`src/rtl/otter_io_pkg.sv`:
```
// Shared definitions for the OTTER MCU I/O blocks.
// Holds the UART IOBUS address map and the UART transmit drain-engine
// state type. Imported by the UART transmit buffer and its sub-modules.
package otter_io_pkg;

    // IOBUS addresses decoded by the wrapper around the UART transmit buffer.
    localparam logic [31:0] UART_DATA_ADDR   = 32'h1100_0040;
    localparam logic [31:0] UART_STATUS_ADDR = 32'h1100_0044;

    // Drain engine states: wait for a byte, pulse start, wait for the UART
    // to take the byte (READY low), wait for the UART to finish (READY high).
    typedef enum logic [1:0] {
        IDLE      = 2'd0,
        ISSUE     = 2'd1,
        WAIT_ACK  = 2'd2,
        WAIT_DONE = 2'd3
    } uart_tx_state_t;

endpackage

```
`src/rtl/uart_tx_fifo_if.sv`:
```
// Bundle of the IOBUS write side, the UART handshake side and the status
// outputs of the UART transmit buffer.
//   slave  : seen by the buffer (takes writes/READY, drives START/DATA/status)
//   master : seen by whoever drives the buffer (IOBUS decode + UART model)
interface uart_tx_fifo_if #(
    parameter int DEPTH = 16,
    parameter int DW    = 8
);
    localparam int CW = $clog2(DEPTH) + 1;

    logic          WR_EN;
    logic [DW-1:0] WR_DATA;
    logic          CLR_OVF;
    logic          TX_READY;
    logic          TX_START;
    logic [DW-1:0] TX_DATA;
    logic [CW-1:0] COUNT;
    logic          FULL;
    logic          EMPTY;
    logic          OVERFLOW;
    logic          BUSY;

    modport slave (
        input  WR_EN, WR_DATA, CLR_OVF, TX_READY,
        output TX_START, TX_DATA, COUNT, FULL, EMPTY, OVERFLOW, BUSY
    );

    modport master (
        output WR_EN, WR_DATA, CLR_OVF, TX_READY,
        input  TX_START, TX_DATA, COUNT, FULL, EMPTY, OVERFLOW, BUSY
    );
endinterface

```
`src/rtl/uart_tx_fifo_sync_fifo.sv`:
```
// sync_fifo: generic DEPTH x DW single-clock FIFO.
// Ports:
//   CLK, RST_N  clock and asynchronous active-low reset
//   push/push_data  enqueue request; accepted when not full, or when a pop
//                   happens in the same cycle and frees an entry
//   pop/pop_data    dequeue request (ignored when empty); pop_data shows the
//                   head entry combinationally
//   count/full/empty  registered occupancy status
// Occupancy is kept in its own counter rather than derived from the pointers.
module sync_fifo #(
    parameter int DEPTH = 16,
    parameter int DW    = 8
) (
    input  logic                   CLK,
    input  logic                   RST_N,
    input  logic                   push,
    input  logic [DW-1:0]          push_data,
    input  logic                   pop,
    output logic [DW-1:0]          pop_data,
    output logic [$clog2(DEPTH):0] count,
    output logic                   full,
    output logic                   empty
);
    localparam int AW = $clog2(DEPTH);
    localparam int CW = AW + 1;

    logic [DW-1:0] mem_r [DEPTH];
    logic [AW-1:0] wr_ptr_r;
    logic [AW-1:0] rd_ptr_r;
    logic [CW-1:0] count_r;
    logic [CW-1:0] count_next_s;
    logic          full_r;
    logic          empty_r;
    logic          push_ok_s;
    logic          pop_ok_s;

    // Accept/reject decisions and the next occupancy value.
    always_comb begin
        pop_ok_s     = pop && !empty_r;
        push_ok_s    = push && (!full_r || pop_ok_s);
        count_next_s = count_r;
        if (push_ok_s && !pop_ok_s) begin
            count_next_s = count_r + CW'(1);
        end else if (pop_ok_s && !push_ok_s) begin
            count_next_s = count_r - CW'(1);
        end else begin
            count_next_s = count_r;
        end
    end

    // Pointers and status registers; power-of-two depth makes pointer
    // increment wrap naturally.
    always_ff @(posedge CLK or negedge RST_N) begin
        if (!RST_N) begin
            wr_ptr_r <= '0;
            rd_ptr_r <= '0;
            count_r  <= '0;
            full_r   <= 1'b0;
            empty_r  <= 1'b1;
        end else begin
            if (push_ok_s) begin
                wr_ptr_r <= wr_ptr_r + AW'(1);
            end
            if (pop_ok_s) begin
                rd_ptr_r <= rd_ptr_r + AW'(1);
            end
            count_r <= count_next_s;
            full_r  <= (count_next_s == CW'(DEPTH));
            empty_r <= (count_next_s == CW'(0));
        end
    end

    // Storage array; contents are don't-care after reset.
    always_ff @(posedge CLK) begin
        if (push_ok_s) begin
            mem_r[wr_ptr_r] <= push_data;
        end
    end

    assign pop_data = mem_r[rd_ptr_r];
    assign count    = count_r;
    assign full     = full_r;
    assign empty    = empty_r;

endmodule

```
`src/rtl/uart_tx_fifo.sv`:
```
// uart_tx_fifo: byte buffer between the IOBUS UART data port and the UART
// transmitter.
// Ports:
//   CLK, RST_N  single system clock, asynchronous active-low reset
//   bus (slave) WR_EN/WR_DATA writes, CLR_OVF, TX_READY from the UART;
//               TX_START/TX_DATA to the UART; COUNT/FULL/EMPTY/OVERFLOW/BUSY
//               status for the IOBUS read mux.
// A drain engine pops one byte when the UART is ready, pulses TX_START for a
// single cycle, then waits for READY to fall (byte taken) and rise again
// (byte finished). If READY never falls the byte is treated as consumed after
// ACK_TIMEOUT cycles so a UART that skips the handshake cannot stall the queue.
module uart_tx_fifo
    import otter_io_pkg::*;
#(
    parameter int DEPTH       = 16,
    parameter int DW          = 8,
    parameter int ACK_TIMEOUT = 64
) (
    input  logic           CLK,
    input  logic           RST_N,
    uart_tx_fifo_if.slave  bus
);
    localparam int TW = (ACK_TIMEOUT > 1) ? $clog2(ACK_TIMEOUT) : 1;

    uart_tx_state_t        state_r;
    uart_tx_state_t        state_next_s;
    logic [TW-1:0]         tmo_r;
    logic [TW-1:0]         tmo_next_s;
    logic [DW-1:0]         tx_data_r;
    logic                  tx_start_r;
    logic                  ovf_r;
    logic                  ovf_next_s;
    logic                  pop_s;
    logic [DW-1:0]         fifo_head_s;
    logic [$clog2(DEPTH):0] fifo_count_s;
    logic                  fifo_full_s;
    logic                  fifo_empty_s;

    sync_fifo #(
        .DEPTH (DEPTH),
        .DW    (DW)
    ) u_fifo (
        .CLK       (CLK),
        .RST_N     (RST_N),
        .push      (bus.WR_EN),
        .push_data (bus.WR_DATA),
        .pop       (pop_s),
        .pop_data  (fifo_head_s),
        .count     (fifo_count_s),
        .full      (fifo_full_s),
        .empty     (fifo_empty_s)
    );

    // Drain engine next-state, pop request and timeout counter.
    always_comb begin
        state_next_s = state_r;
        tmo_next_s   = tmo_r;
        pop_s        = 1'b0;
        case (state_r)
            IDLE: begin
                if (!fifo_empty_s && bus.TX_READY) begin
                    pop_s        = 1'b1;
                    state_next_s = ISSUE;
                end else begin
                    state_next_s = IDLE;
                end
            end
            ISSUE: begin
                tmo_next_s   = '0;
                state_next_s = WAIT_ACK;
            end
            WAIT_ACK: begin
                if (!bus.TX_READY) begin
                    state_next_s = WAIT_DONE;
                end else if (tmo_r == TW'(ACK_TIMEOUT - 1)) begin
                    state_next_s = IDLE;
                end else begin
                    tmo_next_s = tmo_r + TW'(1);
                end
            end
            WAIT_DONE: begin
                if (bus.TX_READY) begin
                    state_next_s = IDLE;
                end else begin
                    state_next_s = WAIT_DONE;
                end
            end
            default: begin
                state_next_s = IDLE;
            end
        endcase
    end

    // Sticky overflow: a write into a full queue that no same-cycle pop
    // relieves; setting takes priority over a simultaneous clear.
    always_comb begin
        if (bus.WR_EN && fifo_full_s && !pop_s) begin
            ovf_next_s = 1'b1;
        end else if (bus.CLR_OVF) begin
            ovf_next_s = 1'b0;
        end else begin
            ovf_next_s = ovf_r;
        end
    end

    // Engine state, start pulse, presented byte and overflow flag.
    always_ff @(posedge CLK or negedge RST_N) begin
        if (!RST_N) begin
            state_r    <= IDLE;
            tmo_r      <= '0;
            tx_start_r <= 1'b0;
            tx_data_r  <= '0;
            ovf_r      <= 1'b0;
        end else begin
            state_r    <= state_next_s;
            tmo_r      <= tmo_next_s;
            tx_start_r <= (state_next_s == ISSUE);
            ovf_r      <= ovf_next_s;
            if (pop_s) begin
                tx_data_r <= fifo_head_s;
            end
        end
    end

    assign bus.TX_START = tx_start_r;
    assign bus.TX_DATA  = tx_data_r;
    assign bus.COUNT    = fifo_count_s;
    assign bus.FULL     = fifo_full_s;
    assign bus.EMPTY    = fifo_empty_s;
    assign bus.OVERFLOW = ovf_r;
    assign bus.BUSY     = (state_r != IDLE) || !fifo_empty_s;

endmodule

```
`src/flat_wrapper.sv`:
```
// flat-port wrapper written by rule: the top's interface ports become plain ports
module uart_tx_fifo_flat import otter_io_pkg::*;
#(
    parameter int DEPTH       = 16,
    parameter int DW          = 8,
    parameter int ACK_TIMEOUT = 64
)
  (CLK, RST_N, bus_WR_EN, bus_WR_DATA, bus_CLR_OVF, bus_TX_READY, bus_TX_START, bus_TX_DATA, bus_COUNT, bus_FULL, bus_EMPTY, bus_OVERFLOW, bus_BUSY);
  uart_tx_fifo_if #(.DEPTH(DEPTH), .DW(DW)) bus_i ();
  input  logic CLK;
  input  logic RST_N;
  input wire logic [$bits(bus_i.WR_EN)-1:0] bus_WR_EN;
  input wire logic [$bits(bus_i.WR_DATA)-1:0] bus_WR_DATA;
  input wire logic [$bits(bus_i.CLR_OVF)-1:0] bus_CLR_OVF;
  input wire logic [$bits(bus_i.TX_READY)-1:0] bus_TX_READY;
  output wire logic [$bits(bus_i.TX_START)-1:0] bus_TX_START;
  output wire logic [$bits(bus_i.TX_DATA)-1:0] bus_TX_DATA;
  output wire logic [$bits(bus_i.COUNT)-1:0] bus_COUNT;
  output wire logic [$bits(bus_i.FULL)-1:0] bus_FULL;
  output wire logic [$bits(bus_i.EMPTY)-1:0] bus_EMPTY;
  output wire logic [$bits(bus_i.OVERFLOW)-1:0] bus_OVERFLOW;
  output wire logic [$bits(bus_i.BUSY)-1:0] bus_BUSY;
  assign bus_i.WR_EN = bus_WR_EN;
  assign bus_i.WR_DATA = bus_WR_DATA;
  assign bus_i.CLR_OVF = bus_CLR_OVF;
  assign bus_i.TX_READY = bus_TX_READY;
  assign bus_TX_START = bus_i.TX_START;
  assign bus_TX_DATA = bus_i.TX_DATA;
  assign bus_COUNT = bus_i.COUNT;
  assign bus_FULL = bus_i.FULL;
  assign bus_EMPTY = bus_i.EMPTY;
  assign bus_OVERFLOW = bus_i.OVERFLOW;
  assign bus_BUSY = bus_i.BUSY;
  uart_tx_fifo #(.DEPTH(DEPTH), .DW(DW), .ACK_TIMEOUT(ACK_TIMEOUT)) u_core (.CLK(CLK), .RST_N(RST_N), .bus(bus_i));
endmodule
```
`config.mk`:
```
export PLATFORM = sky130hd
export DESIGN_NAME = uart_tx_fifo_flat
export DESIGN_NICKNAME = d
export VERILOG_FILES = /design/src/rtl/otter_io_pkg.sv /design/src/rtl/uart_tx_fifo_if.sv /design/src/rtl/uart_tx_fifo_sync_fifo.sv /design/src/rtl/uart_tx_fifo.sv /design/src/flat_wrapper.sv
export SDC_FILE = /design/constraint.sdc
export NUM_CORES = 1
export LEC_CHECK = 0
export BUFFER_PORTS_ARGS = -buffer_cell sky130_fd_sc_hd__buf_2
export CORE_UTILIZATION = 30
export CTS_CLUSTER_SIZE = 40
export DETAILED_ROUTE_END_ITERATION = 8
export PLACE_DENSITY_LB_ADDON = 0.25
export SLEW_MARGIN = 20
export SYNTH_ARGS = -nofsm -noshare
export SYNTH_HDL_FRONTEND = slang
export SYNTH_HIERARCHICAL = 1
export SYNTH_SLANG_ARGS = --single-unit
```
`constraint.sdc`:
```
create_clock -name CLK -period 2.95 [get_ports CLK]
set_input_delay 0.4425 -clock CLK [delete_from_list [all_inputs] [get_ports CLK]]
set_output_delay 0.4425 -clock CLK [all_outputs]
set_load 0.03 [all_outputs]
```
==> metrics <==
CP max FO=17; status=completed; post-route ant nets=0; # rows=53; n_diodes=0; maximum vdd ir drop=0.000453 V; worst skew pair latency=0.42 ns; Seq cells post-synth=161; Synth Warn #=6; # fillers=1972; # clock sinks=161; Iteration-0 DRC Markers=218; distinct cell type count after synthesis=51; RSZ-0062 raised after global routing=no; share of cells above drive strength 1=0.274; critical path arrival=2.42 ns; Via density=4.84; Worst Skew=0.00856 ns; Clock Tree Buf Depth=2; final net count=432; Finished Cell Area=0.00773 sq mm; Post-DP HPWL=8670 um; startpoint class of the critical path=flip-flop; initial antenna violation count=0; hold_buf cts=0; Worst Path Required=3.03 ns; Avg Cell Area, Syn=17.7 sq um; Max Slew Vio Count=0; die area=0.0226 sq mm; drc violations=0; Setup crit end kind=flip-flop; syn_nets=394; Main synth FF type=edfxtp_1; I/O Pins=31; drt total wl=13200 um; crit path time final=2.34 ns; Seq/Total Area, Yosys=0.707; Fin Setup TNS=0 ns; DR WL met2=6670 um; Routed met3 length=502 um; Top Metal Used=met4; placer congestion estimate=0.749; Place WS=0.463 ns; per-cell routed wire length=18.9 um; Routed met1 length=5790 um; largest area contributor in the netlist=edfxtp_1; area post-placement=0.00709 sq mm; WHS=0.0997 ns; number of synthesized flops with an enable pin=128; Initial Util=0.310; async set or reset register ratio after synthesis=0.205; Port Buf Inserts=30; synthesized cell area=0.00661 sq mm; Final Hold Viols=0; Clk pin slew, worst setup/hold paths=0.06 ns; Post-CTS Setup Inserts=0; # H-tree levels=4; Final WS setup=0.610 ns; Max-Slew Margin vs Limit=0.473; total track usage=0.128; die span in y=150 um; max-cap check violation count=0; Final period util=0.793; core area=0.0213 sq mm; CTS tree=built; pin count of the biggest net entering global routing=36; Root Buffer Master=clkbuf_16; Setup CP Type=reg2reg; total grt overflow=0; HP Class=in2async; Synth area leaders=edfxtp_1, dfrtp_1, mux4_2, a22oi_1, ha_1; overall via count from detail_route=3384; worst slew pin tran=0.791 ns; post-cts resize count=0; TritonCTS buffer count=17; final setup fails=0; post-synthesis cell count=373; first-pass GRT wire length=20500 um; utilization after layout=0.363; Max Clock Freq=0.427 GHz; die width=150 um; via count of the first global-routing pass=3605; DRT Pass-1 Iters=4; Static Leak=2.73 nW; Layout area overhead=16.9%; Cell Pwr Density=994 mW/mm^2; post-synth top area share=0.582
==> per-layer routing <==
layer | track usage | vias to the layer above
met4 | 0.0520 | 0
met1 | 0.159 | 1780
met5 | 0 | -
li1 | - | 1545
met2 | 0.209 | 42
met3 | 0.0367 | 17
==> logic make-up after synthesis <==
| logic type | count (synthesis) | share of synthesized area |
|---|---|---|
| and+or+nand+nor | 82 | 0.0716 |
| adders and majority gates | 8 | 0.0151 |
| xor gates and xnor gates | 10 | 0.0133 |
| muxes | 41 | 0.124 |
| buffers and inverters | 27 | 0.0210 |
| AOI/OAI and AO/OA | 44 | 0.0481 |
| DFF | 161 | 0.707 |
==> Yosys cell counts (3+ instances only) <==
cell type  instances
and3_1            10
clkbuf_1           7
buf_2              3
mux4_2            32
or3_1              4
nor2_1            12
and2_1             5
nand2_1           20
xnor2_1            8
dfrtp_1           32
nor2b_1            5
o21ai_0            9
edfxtp_1         128
mux2_2             8
a22oi_1           16
inv_1              9
buf_4              3
ha_1               8
and4_1             5
o211ai_1           3
buf_6              3
nand3_1            6
==> registers in the layout (all words and copies together), names as in the netlist <==
signal                  count
u_core/u_fifo/full          1
u_core/u_fifo/mem_r       128
u_core/bus.TX_START         1
u_core/u_fifo/empty         1
u_core/state_r              2
u_core/u_fifo/count         5
u_core/bus.OVERFLOW         1
u_core/u_fifo/rd_ptr_r      4
u_core/bus.TX_DATA          8
u_core/u_fifo/wr_ptr_r      4
u_core/tmo_r                6
==> area by class of cell <==
type | instances | area, sq um | share of cell area
inverters | 9 | 33.8 | 0.00437
clock buffers | 19 | 433 | 0.0560
repair buffers | 37 | 228 | 0.0295
well taps | 275 | 344 | 0.0445
multi-input cells | 185 | 1810 | 0.234
clock inverters | 13 | 208 | 0.0269
flip-flops and latches | 161 | 4670 | 0.605
==> stage by stage <==
stage / power, mW / std cells
final: 7.68 / 699
after detailed placement: 5.40 / 667
after CTS: 7.78 / 699
after floorplan: 4.73 / 373
after global routing: 8.07 / 699
after global placement: 5.36 / 667
==> critical path: stages (launching register included) <==
cell and delay [ns]:
dfrtp_1 0.51, nor4_4 0.39, nand2b_4 0.13, a21boi_1 0.16, buf_4 0.21, nand2_1 0.07, nor2_1 0.15, and2_1 0.38
==> cells in the final DEF (no fill, tap or decap), types with 9 or more instances in the layout <==
master and n:
dfrtp_1 31, nand2_1 20, a22oi_1 16, nor2_1 12, buf_2 30, inv_1 9, mux4_2 32, clkbuf_16 17
edfxtp_1 128, and3_1 10, o21ai_0 9
==> where the power goes <==
| group | internal [mW] | switching, mW |
|---|---|---|
| clock network | 1.50 | 0.861 |
| registers | 2.83 | 0.329 |
| logic | 0.951 | 1.21 |
==> final timing paths <==
check | slack, ns | to | from | cells past startpoint
max in group asynchronous | 2.30 | u_core/u_fifo/rd_ptr_r[0]$_DFFE_PN0P_ | RST_N | 1
setup / recovery | 0.61 | u_core/u_fifo/mem_r[4][7]$_DFFE_PP_ | u_core/state_r[1]$_DFF_PN0_ | 7
hold / removal | 0.1 | u_core/tmo_r[0]$_DFFE_PN0P_ | RST_N | 1
hold reg to reg | 0.51 | u_core/bus.TX_DATA[5]$_DFFE_PN0P_ | u_core/bus.TX_DATA[5]$_DFFE_PN0P_ | 1
setup reg to reg | 0.61 | u_core/u_fifo/mem_r[4][7]$_DFFE_PP_ | u_core/state_r[1]$_DFF_PN0_ | 7
min in group CLK | 0.22 | u_core/bus.OVERFLOW$_DFFE_PN0P_ | bus_CLR_OVF | 2
No activity file was read; power rests on OpenSTA's default activity.
